[src/rtl/perf_event_monitor.sv]
// perf_event_monitor: cycle counter plus NUM_EVENTS event counters with a
// programmable halt limit, sticky overflow flags, and a snapshot that is
// streamed out one word per beat over valid/ready.
//   clk_i, rst_i (async, active-low)
//   start_i, clear_i, event_i[NUM_EVENTS]   : counting control and strobes
//   snap_req_i, snap_ready_i                 : snapshot request / beat accept
//   snap_valid_o, snap_data_o, snap_idx_o,
//   snap_last_o, busy_o                      : readout stream and status
//   done_o, cycle_cnt_o, ovf_o               : live status
module perf_event_monitor #(
  parameter int unsigned NUM_EVENTS  = 4,
  parameter int unsigned CNT_WIDTH   = 32,
  parameter int unsigned CYCLE_LIMIT = 64,
  parameter int unsigned SATURATE    = 0,
  localparam int unsigned IDX_W      = $clog2(NUM_EVENTS + 1)
) (
  input  logic                  clk_i,
  input  logic                  rst_i,
  input  logic                  start_i,
  input  logic                  clear_i,
  input  logic [NUM_EVENTS-1:0] event_i,
  input  logic                  snap_req_i,
  input  logic                  snap_ready_i,
  output logic                  snap_valid_o,
  output logic [CNT_WIDTH-1:0]  snap_data_o,
  output logic [IDX_W-1:0]      snap_idx_o,
  output logic                  snap_last_o,
  output logic                  busy_o,
  output logic                  done_o,
  output logic [CNT_WIDTH-1:0]  cycle_cnt_o,
  output logic [NUM_EVENTS:0]   ovf_o
);

  localparam int unsigned NCNT = NUM_EVENTS + 1;
  localparam logic [CNT_WIDTH-1:0] LIMIT    = CNT_WIDTH'(CYCLE_LIMIT);
  localparam logic [IDX_W-1:0]     LAST_IDX = IDX_W'(NUM_EVENTS);

  typedef enum logic {
    ST_IDLE,
    ST_SEND
  } state_e;

  // Slot 0 is the cycle counter, slot k+1 is event channel k.
  logic [CNT_WIDTH-1:0] cnt_q    [NCNT];
  logic [CNT_WIDTH-1:0] cnt_d    [NCNT];
  logic [CNT_WIDTH-1:0] shadow_q [NCNT];
  logic [CNT_WIDTH-1:0] shadow_d [NCNT];
  logic [NUM_EVENTS:0]  ovf_q, ovf_d;
  logic [NUM_EVENTS:0]  inc;
  logic                 done_q, done_d;
  logic                 count_en;
  state_e               state_q, state_d;
  logic [IDX_W-1:0]     idx_q, idx_d;

  always_comb begin
    count_en = start_i & ~done_q & ~clear_i;
    inc      = {event_i & {NUM_EVENTS{count_en}}, count_en};
    cnt_d    = cnt_q;
    ovf_d    = ovf_q;
    for (int unsigned i = 0; i < NCNT; i++) begin
      if (clear_i) begin
        cnt_d[i] = '0;
        ovf_d[i] = 1'b0;
      end else if (inc[i]) begin
        if (&cnt_q[i]) begin
          ovf_d[i] = 1'b1;
          if (SATURATE == 0) begin
            cnt_d[i] = '0;
          end
        end else begin
          cnt_d[i] = cnt_q[i] + CNT_WIDTH'(1);
        end
      end
    end

    done_d = done_q;
    if (clear_i) begin
      done_d = 1'b0;
    end else if ((CYCLE_LIMIT != 0) && count_en && (cnt_d[0] == LIMIT)) begin
      done_d = 1'b1;
    end
  end

  always_comb begin
    state_d  = state_q;
    idx_d    = idx_q;
    shadow_d = shadow_q;
    case (state_q)
      ST_IDLE: begin
        if (snap_req_i) begin
          // Registered values only: this edge's increments/clear are excluded.
          shadow_d = cnt_q;
          idx_d    = '0;
          state_d  = ST_SEND;
        end
      end
      ST_SEND: begin
        if (snap_ready_i) begin
          if (idx_q == LAST_IDX) begin
            idx_d   = '0;
            state_d = ST_IDLE;
          end else begin
            idx_d = idx_q + IDX_W'(1);
          end
        end
      end
      default: state_d = ST_IDLE;
    endcase
  end

  always_ff @(posedge clk_i or negedge rst_i) begin
    if (!rst_i) begin
      cnt_q    <= '{default: '0};
      shadow_q <= '{default: '0};
      ovf_q    <= '0;
      done_q   <= 1'b0;
      state_q  <= ST_IDLE;
      idx_q    <= '0;
    end else begin
      cnt_q    <= cnt_d;
      shadow_q <= shadow_d;
      ovf_q    <= ovf_d;
      done_q   <= done_d;
      state_q  <= state_d;
      idx_q    <= idx_d;
    end
  end

  // Readout outputs depend on registered state only, never on snap_ready_i.
  always_comb begin
    snap_valid_o = (state_q == ST_SEND);
    snap_data_o  = snap_valid_o ? shadow_q[idx_q] : '0;
    snap_idx_o   = snap_valid_o ? idx_q : '0;
    snap_last_o  = snap_valid_o && (idx_q == LAST_IDX);
    busy_o       = snap_valid_o;
    done_o       = done_q;
    cycle_cnt_o  = cnt_q[0];
    ovf_o        = ovf_q;
  end

endmodule

[config.mk]
export PLATFORM = sky130hd
export DESIGN_NAME = perf_event_monitor
export DESIGN_NICKNAME = d
export VERILOG_FILES = /design/src/rtl/perf_event_monitor.sv
export SDC_FILE = /design/constraint.sdc
export NUM_CORES = 1
export LEC_CHECK = 0
export ABC_AREA = 1
export BUFFER_PORTS_ARGS = -buffer_cell sky130_fd_sc_hd__buf_4
export CORE_MARGIN = 3
export CORE_UTILIZATION = 50
export CTS_CLUSTER_DIAMETER = 60
export DETAILED_ROUTE_END_ITERATION = 7
export PLACE_DENSITY_LB_ADDON = 0.2
export SETUP_SLACK_MARGIN = 0.02
export SLEW_MARGIN = 25
export SYNTH_ARGS = -nofsm -noshare
export SYNTH_HDL_FRONTEND = slang
export SYNTH_SLANG_ARGS = --single-unit
export TNS_END_PERCENT = 5
[constraint.sdc]
create_clock -name clk_i -period 2.7 [get_ports clk_i]
set_input_delay 0.54 -clock clk_i [delete_from_list [all_inputs] [get_ports clk_i]]
set_output_delay 0.54 -clock clk_i [all_outputs]
set_load 0.01 [all_outputs]
==> impl_metrics.xml, run 1 <==
<?xml version="1.0" encoding="UTF-8"?>
<metrics>
  <group name="run_status">
    <metric name="status" unit="">finished, final reports clean</metric>
  </group>
  <group name="sta">
    <metric name="hold_ws" unit="ps">311</metric>
    <metric name="timing.setup.tns" unit="ps">0</metric>
    <metric name="rsz0062_at_grt" unit="">true</metric>
    <metric name="slew_headroom" unit="%">60.3</metric>
    <metric name="setup_viol" unit="">0</metric>
    <metric name="slew_viol_final" unit="">0</metric>
    <metric name="finalClockSkew" unit="ps">17.9</metric>
    <metric name="final.period_utilization" unit="%">98.6</metric>
    <metric name="setup_ws" unit="ps">37.6</metric>
    <metric name="final-hold-violation-count" unit="">0</metric>
    <metric name="max_slew.worst_pin.slew" unit="ps">590</metric>
    <metric name="max_freq" unit="MHz">376</metric>
    <metric name="min_period" unit="ps">2660</metric>
  </group>
  <group name="placed_design">
    <metric name="dpl-instance-area" unit="µm²">18500</metric>
    <metric name="pre_cts_ws" unit="ps">334</metric>
    <metric name="hpwlAfterDp" unit="µm">39600</metric>
    <metric name="numPlacedInstances" unit="">2644</metric>
    <metric name="routabilityCongestion" unit="">0.985</metric>
    <metric name="port_buffers" unit="">85</metric>
  </group>
  <group name="global_routing">
    <metric name="grt_first_pass_wirelength" unit="µm">82800</metric>
    <metric name="vias_in_the_first_global_route" unit="">14732</metric>
    <metric name="grt_antenna_before_repair" unit="">1</metric>
    <metric name="total_global_routing_overflow" unit="">0</metric>
    <metric name="grt_start_max_net_pins" unit="">58</metric>
    <metric name="grt_util_all_layers" unit="%">28.8</metric>
  </group>
  <group name="logic_synthesis">
    <metric name="synth_nets" unit="">2195</metric>
    <metric name="yosys_register_bits" unit="">330</metric>
    <metric name="yosysWarnings" unit="">0</metric>
    <metric name="ys_types" unit="">47</metric>
    <metric name="ys_seq_area_share" unit="%">47.7</metric>
    <metric name="mappedNetlistArea" unit="µm²">17300</metric>
    <metric name="syn_area_per_cell" unit="µm²">7.94</metric>
    <metric name="synth_cells" unit="">2178</metric>
  </group>
  <group name="detailed_routing">
    <metric name="wire_per_inst" unit="µm">19.4</metric>
    <metric name="initialDrtViolationCount" unit="">1485</metric>
    <metric name="final_antenna_net_count" unit="">0</metric>
    <metric name="dr.pass1.iters" unit="">6</metric>
    <metric name="postRouteWirelength" unit="µm">52700</metric>
    <metric name="detail_route.vias_per_cell" unit="">5.60</metric>
    <metric name="num_vias" unit="">15203</metric>
    <metric name="route.detailed.drc" unit="">0</metric>
  </group>
  <group name="worst_setup_path">
    <metric name="critical-path-top-cell-by-count" unit="">sky130_fd_sc_hd__buf_4</metric>
    <metric name="worstPathMaxFanout" unit="">25</metric>
    <metric name="critical_path.cell_chain" unit="">clkbuf_16 &gt; nor3_4 &gt; buf_4 &gt; buf_8 &gt; nand2_1 &gt; a21oi_2 &gt; buf_4</metric>
    <metric name="slowest_stage" unit="">sky130_fd_sc_hd__dfrtp_2</metric>
    <metric name="critPathMaxStageDelay" unit="ps">470</metric>
    <metric name="required" unit="ps">2160</metric>
    <metric name="cp_data_arrival_time" unit="ps">2120</metric>
    <metric name="crit_path_launch" unit="">idx_q[0]</metric>
    <metric name="cell_depth_of_the_worst_flop_to_flop_path" unit="">11</metric>
    <metric name="worst_setup_path_end_kind" unit="">output port</metric>
    <metric name="setup.worst_path.class" unit="">register to output port</metric>
    <metric name="timing.rr.end" unit="">cnt_q[62]</metric>
    <metric name="reg2reg_from" unit="">done_o</metric>
    <metric name="setup.worst_path.start_class" unit="">register</metric>
    <metric name="r2r_setup_slk" unit="ps">450</metric>
  </group>
  <group name="clocking">
    <metric name="clock_tree.buffer_depth" unit="">3</metric>
    <metric name="cts_made_buffers" unit="">38</metric>
    <metric name="cts_sinks" unit="">330</metric>
    <metric name="clkSlewWorstSetupHoldPaths" unit="ps">60</metric>
    <metric name="worst_skew_pair_latency" unit="ps">520</metric>
    <metric name="cts_tree" unit="">done</metric>
    <metric name="htreeDepth" unit="">2</metric>
    <metric name="library_cell_used_as_clock_root_buffer" unit="">sky130_fd_sc_hd__clkbuf_16</metric>
  </group>
  <group name="die">
    <metric name="io_pins" unit="">86</metric>
    <metric name="die-width" unit="µm">192</metric>
    <metric name="die_height" unit="µm">192</metric>
    <metric name="floorplan.die_area" unit="µm²">36900</metric>
    <metric name="floorplan.initialDensity" unit="%">51.2</metric>
    <metric name="design.core.area" unit="µm²">33800</metric>
    <metric name="row_count" unit="">67</metric>
  </group>
  <group name="finish">
    <metric name="mostFrequentLayoutCell" unit="">sky130_fd_sc_hd__nand2_1</metric>
    <metric name="area_growth" unit="%">14.9</metric>
    <metric name="postLayoutCoreUtil" unit="%">58.8</metric>
    <metric name="final_area" unit="µm²">19900</metric>
    <metric name="register_area" unit="µm²">8260</metric>
    <metric name="drive_above_1_share" unit="%">14.4</metric>
    <metric name="most_used_cells_in_the_layout_excluding_fill_and_tap_cells" unit="">sky130_fd_sc_hd__nand2_1 (470), sky130_fd_sc_hd__dfrtp_1 (327), sky130_fd_sc_hd__nor2_1 (264), sky130_fd_sc_hd__inv_1 (242), sky130_fd_sc_hd__o21ai_0 (215)</metric>
    <metric name="multi_input_comb_area" unit="µm²">7600</metric>
    <metric name="fin_cells" unit="">2715</metric>
    <metric name="num-nets-final" unit="">2259</metric>
    <metric name="final.fill_count" unit="">3063</metric>
  </group>
  <group name="worst_hold_path">
    <metric name="hold-path-endpoint" unit="">busy_o</metric>
    <metric name="worstHoldStart" unit="">snap_req_i</metric>
    <metric name="hp-class" unit="">input port to register</metric>
    <metric name="holdPathStages" unit="">3</metric>
  </group>
  <group name="pwr">
    <metric name="peak_ir_drop_on_the_vdd_network" unit="µV">516</metric>
    <metric name="total_power" unit="mW">14.6</metric>
    <metric name="p_per_area" unit="nW/µm²">737</metric>
    <metric name="leakagePower" unit="nW">9.10</metric>
  </group>
  <group name="flow_run">
    <metric name="maxCapViolations" unit="">0</metric>
  </group>
</metrics>
[routing by layer]
metal	track usage [%]	up-vias	share of wire [%]
met5	0	-	0
met1	40.6	7326	44
met3	4.80	113	7.4
li1	-	7195	-
met4	10.3	0	3.6
met2	45.1	569	45
[power by group]
group	switching, mW	internal, mW	total [mW]
clock network	2.03	3.00	5.03
logic	2.48	1.55	4.03
registers	0.337	5.25	5.59
[sequential cells by signal, summed over array words and instances, names as in the netlist]
register and count:
cnt_q 128, shadow_q 160, idx_q 3, cycle_cnt_o 32, ovf_o 5, busy_o 1, done_o 1
[Yosys cell counts, drive strengths merged]
master	instances	area share, %
buf	65	2.4
nor3	72	2.4
nor4	9	0.33
xnor2	2	0.10
o22ai	55	2.0
ha	7	0.51
nand4	47	1.7
a21oi	73	2.1
xor2	61	3.1
clkbuf	47	1.0
nand3	86	2.7
inv	249	5.4
nand2	489	11
clkinv	3	0.072
o31ai	2	0.087
nand3b	2	0.087
o221a	1	0.065
or2	2	0.087
dfrtp	330	48
mux2	39	2.5
and3	1	0.036
nor3b	2	0.087
a31oi	8	0.29
nor2	291	7.1
a211oi	10	0.43
and2	2	0.072
o21ai	222	6.4
a22oi	1	0.043
[timing repair]
action | in CTS | in global routing
cloned | 0 | 2
buffers inserted | 0 | 3
pin swaps | 0 | 6
endpoints found under the setup margin | 20 | 31
hold buffers | 1 | 0
endpoints found under the hold margin | 45 | 0
gates resized for setup | 8 | 18
[how the worst max path moves through the flow]
stage	slack, ps	cells after the start	end
2_1_floorplan	620	5	snap_data_o[10]
3_5_place_dp	330	15	done_o
5_1_grt	-20	7	snap_data_o[11]
3_3_place_gp	350	12	cnt_q[62]
4_1_cts	3	7	snap_data_o[11]
6_report	40	7	snap_data_o[26]
[critical path, delay by kind of cell (launching register included)]
kind            cells  cell delay (ps)
buf+inv             4              660
flops               1              470
simple gates        2              270
compound gates      1              200
[layout make-up]
| class | count | share of cell area, % |
|---|---|---|
| Antenna cell | 1 | 0.0126 |
| Clock buffer | 50 | 5.42 |
| Clock inverter | 14 | 0.693 |
| Inverter | 252 | 4.78 |
| Multi-Input combinational cell | 1484 | 38.2 |
| Sequential cell | 330 | 41.6 |
| Tap cell | 448 | 2.82 |
| Timing Repair Buffer | 136 | 6.45 |
[cell families (layout without fill, tap and decap cells)]
family	Yosys count	after routing	synth area share (%)
AO/OA/AOI/OAI	372	372	11.5
flip-flops	330	330	47.7
adder cells (fa/ha/maj)	7	7	0.506
other	0	1	0
XOR/XNOR	63	63	3.19
AND/OR/NAND/NOR	1003	1003	25.7
buffers and inverters	364	452	8.90
multiplexers	39	39	2.54
Power figures use the tool's default switching activity.
==> inputs of run 2 (changes only) <==
Settings changed: RECOVER_POWER set to 25.
==> run 2 against run 1 <==
Effect of this change:
- the run now ends with max-capacitance violations, max-slew violations left
- die area unchanged
- final cell count unchanged
- first-iteration DRC count unchanged
- largest cell class unchanged
==> impl_metrics.xml, run 2 (same netlist as run 1, synthesis figures left out) <==
<?xml version="1.0" encoding="UTF-8"?>
<metrics>
  <group name="sta">
    <metric name="final-hold-violation-count" unit="">0</metric>
    <metric name="finalClockSkew" unit="ps">16.4</metric>
    <metric name="max_slew.worst_pin.slew" unit="ps">1770</metric>
    <metric name="max_freq" unit="MHz">376</metric>
    <metric name="slew_viol_final" unit="">48</metric>
    <metric name="setup_ws" unit="ps">38.7</metric>
    <metric name="final.period_utilization" unit="%">98.6</metric>
    <metric name="min_period" unit="ps">2660</metric>
    <metric name="rsz0062_at_grt" unit="">true</metric>
    <metric name="hold_ws" unit="ps">312</metric>
    <metric name="setup_viol" unit="">0</metric>
    <metric name="slew_headroom" unit="%">-18.0</metric>
  </group>
  <group name="worst_setup_path">
    <metric name="slowest_stage" unit="">sky130_fd_sc_hd__dfrtp_2</metric>
    <metric name="timing.critical_path.depth" unit="">7</metric>
    <metric name="setup.worst_path.class" unit="">register to output port</metric>
    <metric name="cp_data_arrival_time" unit="ps">2120</metric>
    <metric name="required" unit="ps">2160</metric>
    <metric name="cell_depth_of_the_worst_flop_to_flop_path" unit="">11</metric>
    <metric name="critical-path-top-cell-by-count" unit="">sky130_fd_sc_hd__buf_4</metric>
    <metric name="timing.critical_path.max_delay_family" unit="">buffers and inverters</metric>
    <metric name="setup.worst_path.start_class" unit="">register</metric>
    <metric name="critPathMaxStageDelay" unit="ps">470</metric>
    <metric name="critical_path.n_buffers_inverters" unit="">4</metric>
    <metric name="critical_path.cell_chain" unit="">clkbuf_16 &gt; nor3_4 &gt; buf_4 &gt; buf_8 &gt; nand2_1 &gt; a21oi_2 &gt; buf_4</metric>
    <metric name="worst_setup_path_end_kind" unit="">output port</metric>
    <metric name="worstPathMaxFanout" unit="">25</metric>
  </group>
  <group name="clocking">
    <metric name="clock_tree.buffer_depth" unit="">3</metric>
    <metric name="library_cell_used_as_clock_root_buffer" unit="">sky130_fd_sc_hd__clkbuf_16</metric>
    <metric name="cts_tree" unit="">done</metric>
    <metric name="worst_skew_pair_latency" unit="ps">520</metric>
    <metric name="cts_made_buffers" unit="">38</metric>
    <metric name="clkSlewWorstSetupHoldPaths" unit="ps">60</metric>
    <metric name="htreeDepth" unit="">2</metric>
    <metric name="cts_sinks" unit="">330</metric>
  </group>
  <group name="finish">
    <metric name="register_area" unit="µm²">8260</metric>
    <metric name="postLayoutCoreUtil" unit="%">58.8</metric>
    <metric name="area_growth" unit="%">14.8</metric>
    <metric name="final.fill_count" unit="">3064</metric>
    <metric name="num-nets-final" unit="">2259</metric>
    <metric name="most_used_cells_in_the_layout_excluding_fill_and_tap_cells" unit="">sky130_fd_sc_hd__nand2_1 (470), sky130_fd_sc_hd__dfrtp_1 (327), sky130_fd_sc_hd__nor2_1 (264), sky130_fd_sc_hd__inv_1 (242), sky130_fd_sc_hd__o21ai_0 (215)</metric>
    <metric name="largest_register_ff_count" unit="">160</metric>
    <metric name="multi_input_comb_area" unit="µm²">7600</metric>
    <metric name="fin_cells" unit="">2715</metric>
    <metric name="drive_above_1_share" unit="%">14.4</metric>
    <metric name="mostFrequentLayoutCell" unit="">sky130_fd_sc_hd__nand2_1</metric>
    <metric name="regMostFlops" unit="">shadow_q</metric>
  </group>
  <group name="pwr">
    <metric name="leakagePower" unit="nW">9.10</metric>
    <metric name="p_per_area" unit="nW/µm²">738</metric>
    <metric name="peak_ir_drop_on_the_vdd_network" unit="µV">516</metric>
  </group>
  <group name="placed_design">
    <metric name="pre_cts_ws" unit="ps">334</metric>
    <metric name="port_buffers" unit="">85</metric>
    <metric name="routabilityCongestion" unit="">0.985</metric>
    <metric name="numPlacedInstances" unit="">2644</metric>
    <metric name="hpwlAfterDp" unit="µm">39600</metric>
  </group>
  <group name="run_status">
    <metric name="status" unit="">finished, violations left</metric>
    <metric name="failed_checks" unit="">max-capacitance violations, max-slew violations</metric>
  </group>
  <group name="die">
    <metric name="design.core.area" unit="µm²">33800</metric>
    <metric name="die_height" unit="µm">192</metric>
    <metric name="die-width" unit="µm">192</metric>
    <metric name="floorplan.initialDensity" unit="%">51.2</metric>
    <metric name="io_pins" unit="">86</metric>
    <metric name="floorplan.die_area" unit="µm²">36900</metric>
    <metric name="row_count" unit="">67</metric>
  </group>
  <group name="worst_hold_path">
    <metric name="holdPathStages" unit="">3</metric>
    <metric name="hp-class" unit="">input port to register</metric>
  </group>
  <group name="global_routing">
    <metric name="grt_first_pass_wirelength" unit="µm">82800</metric>
    <metric name="total_global_routing_overflow" unit="">0</metric>
    <metric name="grt_start_max_net_pins" unit="">58</metric>
    <metric name="grt_util_all_layers" unit="%">28.8</metric>
    <metric name="grt_antenna_before_repair" unit="">1</metric>
    <metric name="vias_in_the_first_global_route" unit="">14732</metric>
  </group>
  <group name="detailed_routing">
    <metric name="num_vias" unit="">15206</metric>
    <metric name="final_antenna_net_count" unit="">0</metric>
    <metric name="dr.pass1.iters" unit="">6</metric>
    <metric name="detail_route.vias_per_cell" unit="">5.60</metric>
    <metric name="initialDrtViolationCount" unit="">1485</metric>
    <metric name="wire_per_inst" unit="µm">19.4</metric>
    <metric name="route.detailed.drc" unit="">0</metric>
    <metric name="postRouteWirelength" unit="µm">52700</metric>
  </group>
  <group name="flow_run">
    <metric name="maxCapViolations" unit="">1</metric>
  </group>
</metrics>
==> run 2: metal layers <==
layer  vias to the layer above  GRT usage (%)  wire length, µm
li1                       7197              -                -
met1                      7304           40.6            23000
met2                       588           45.1            23900
met3                       117           4.80             3930
met4                         0           10.3             1910
met5                         -              0                0
==> run 2: worst paths after layout <==
path	end	start	slack [ps]
max	snap_data_o[26]	idx_q[0]	40
min	busy_o	snap_req_i	310
max reg2reg	cnt_q[62]	done_o	450
min reg2reg	shadow_q[105]	shadow_q[105]	480
max in group asynchronous	cnt_q[79]	rst_i	550
min in group asynchronous	shadow_q[55]	rst_i	1020
==> run 2: report_power, final <==
part           internal [mW]  switching [mW]
sequential              5.25           0.338
clock                   3.00            2.03
combinational           1.55            2.47
total                   9.80            4.84
==> run 2: timing repair <==
action                                 CTS  global route
pin swaps                                0             6
endpoints found under the hold margin   45             0
hold buffers                             1             0
gates resized for setup                  8            18
buffers inserted                         0             3
cloned                                   0             2
setup endpoints to repair               20            31
==> run 2: tightest hold or removal path, cell delays in order <==
cell                      delay [ps]
sky130_fd_sc_hd__buf_4           110
sky130_fd_sc_hd__nor2_1           40
sky130_fd_sc_hd__a21oi_1         100
==> run 2: metrics by stage <==
stage / total power [mW] / area [µm²] / setup TNS [ps]
finish: 14.6 / 19900 / 0
detailed placement: 9.33 / 18500 / 0
floorplan: 7.56 / 17300 / 0
global route: 15.3 / 19900 / -40.5
global placement: 9.27 / 18500 / 0
CTS: 14.4 / 19700 / 0
==> run 2: area by class of cell <==
| type | count | area share, % |
|---|---|---|
| diodes | 1 | 0.0126 |
| clock buffers | 50 | 5.42 |
| clock inverters | 14 | 0.693 |
| inverters | 252 | 4.78 |
| multi-input cells | 1484 | 38.3 |
| flip-flops and latches | 330 | 41.6 |
| well taps | 448 | 2.82 |
| repair buffers | 136 | 6.40 |
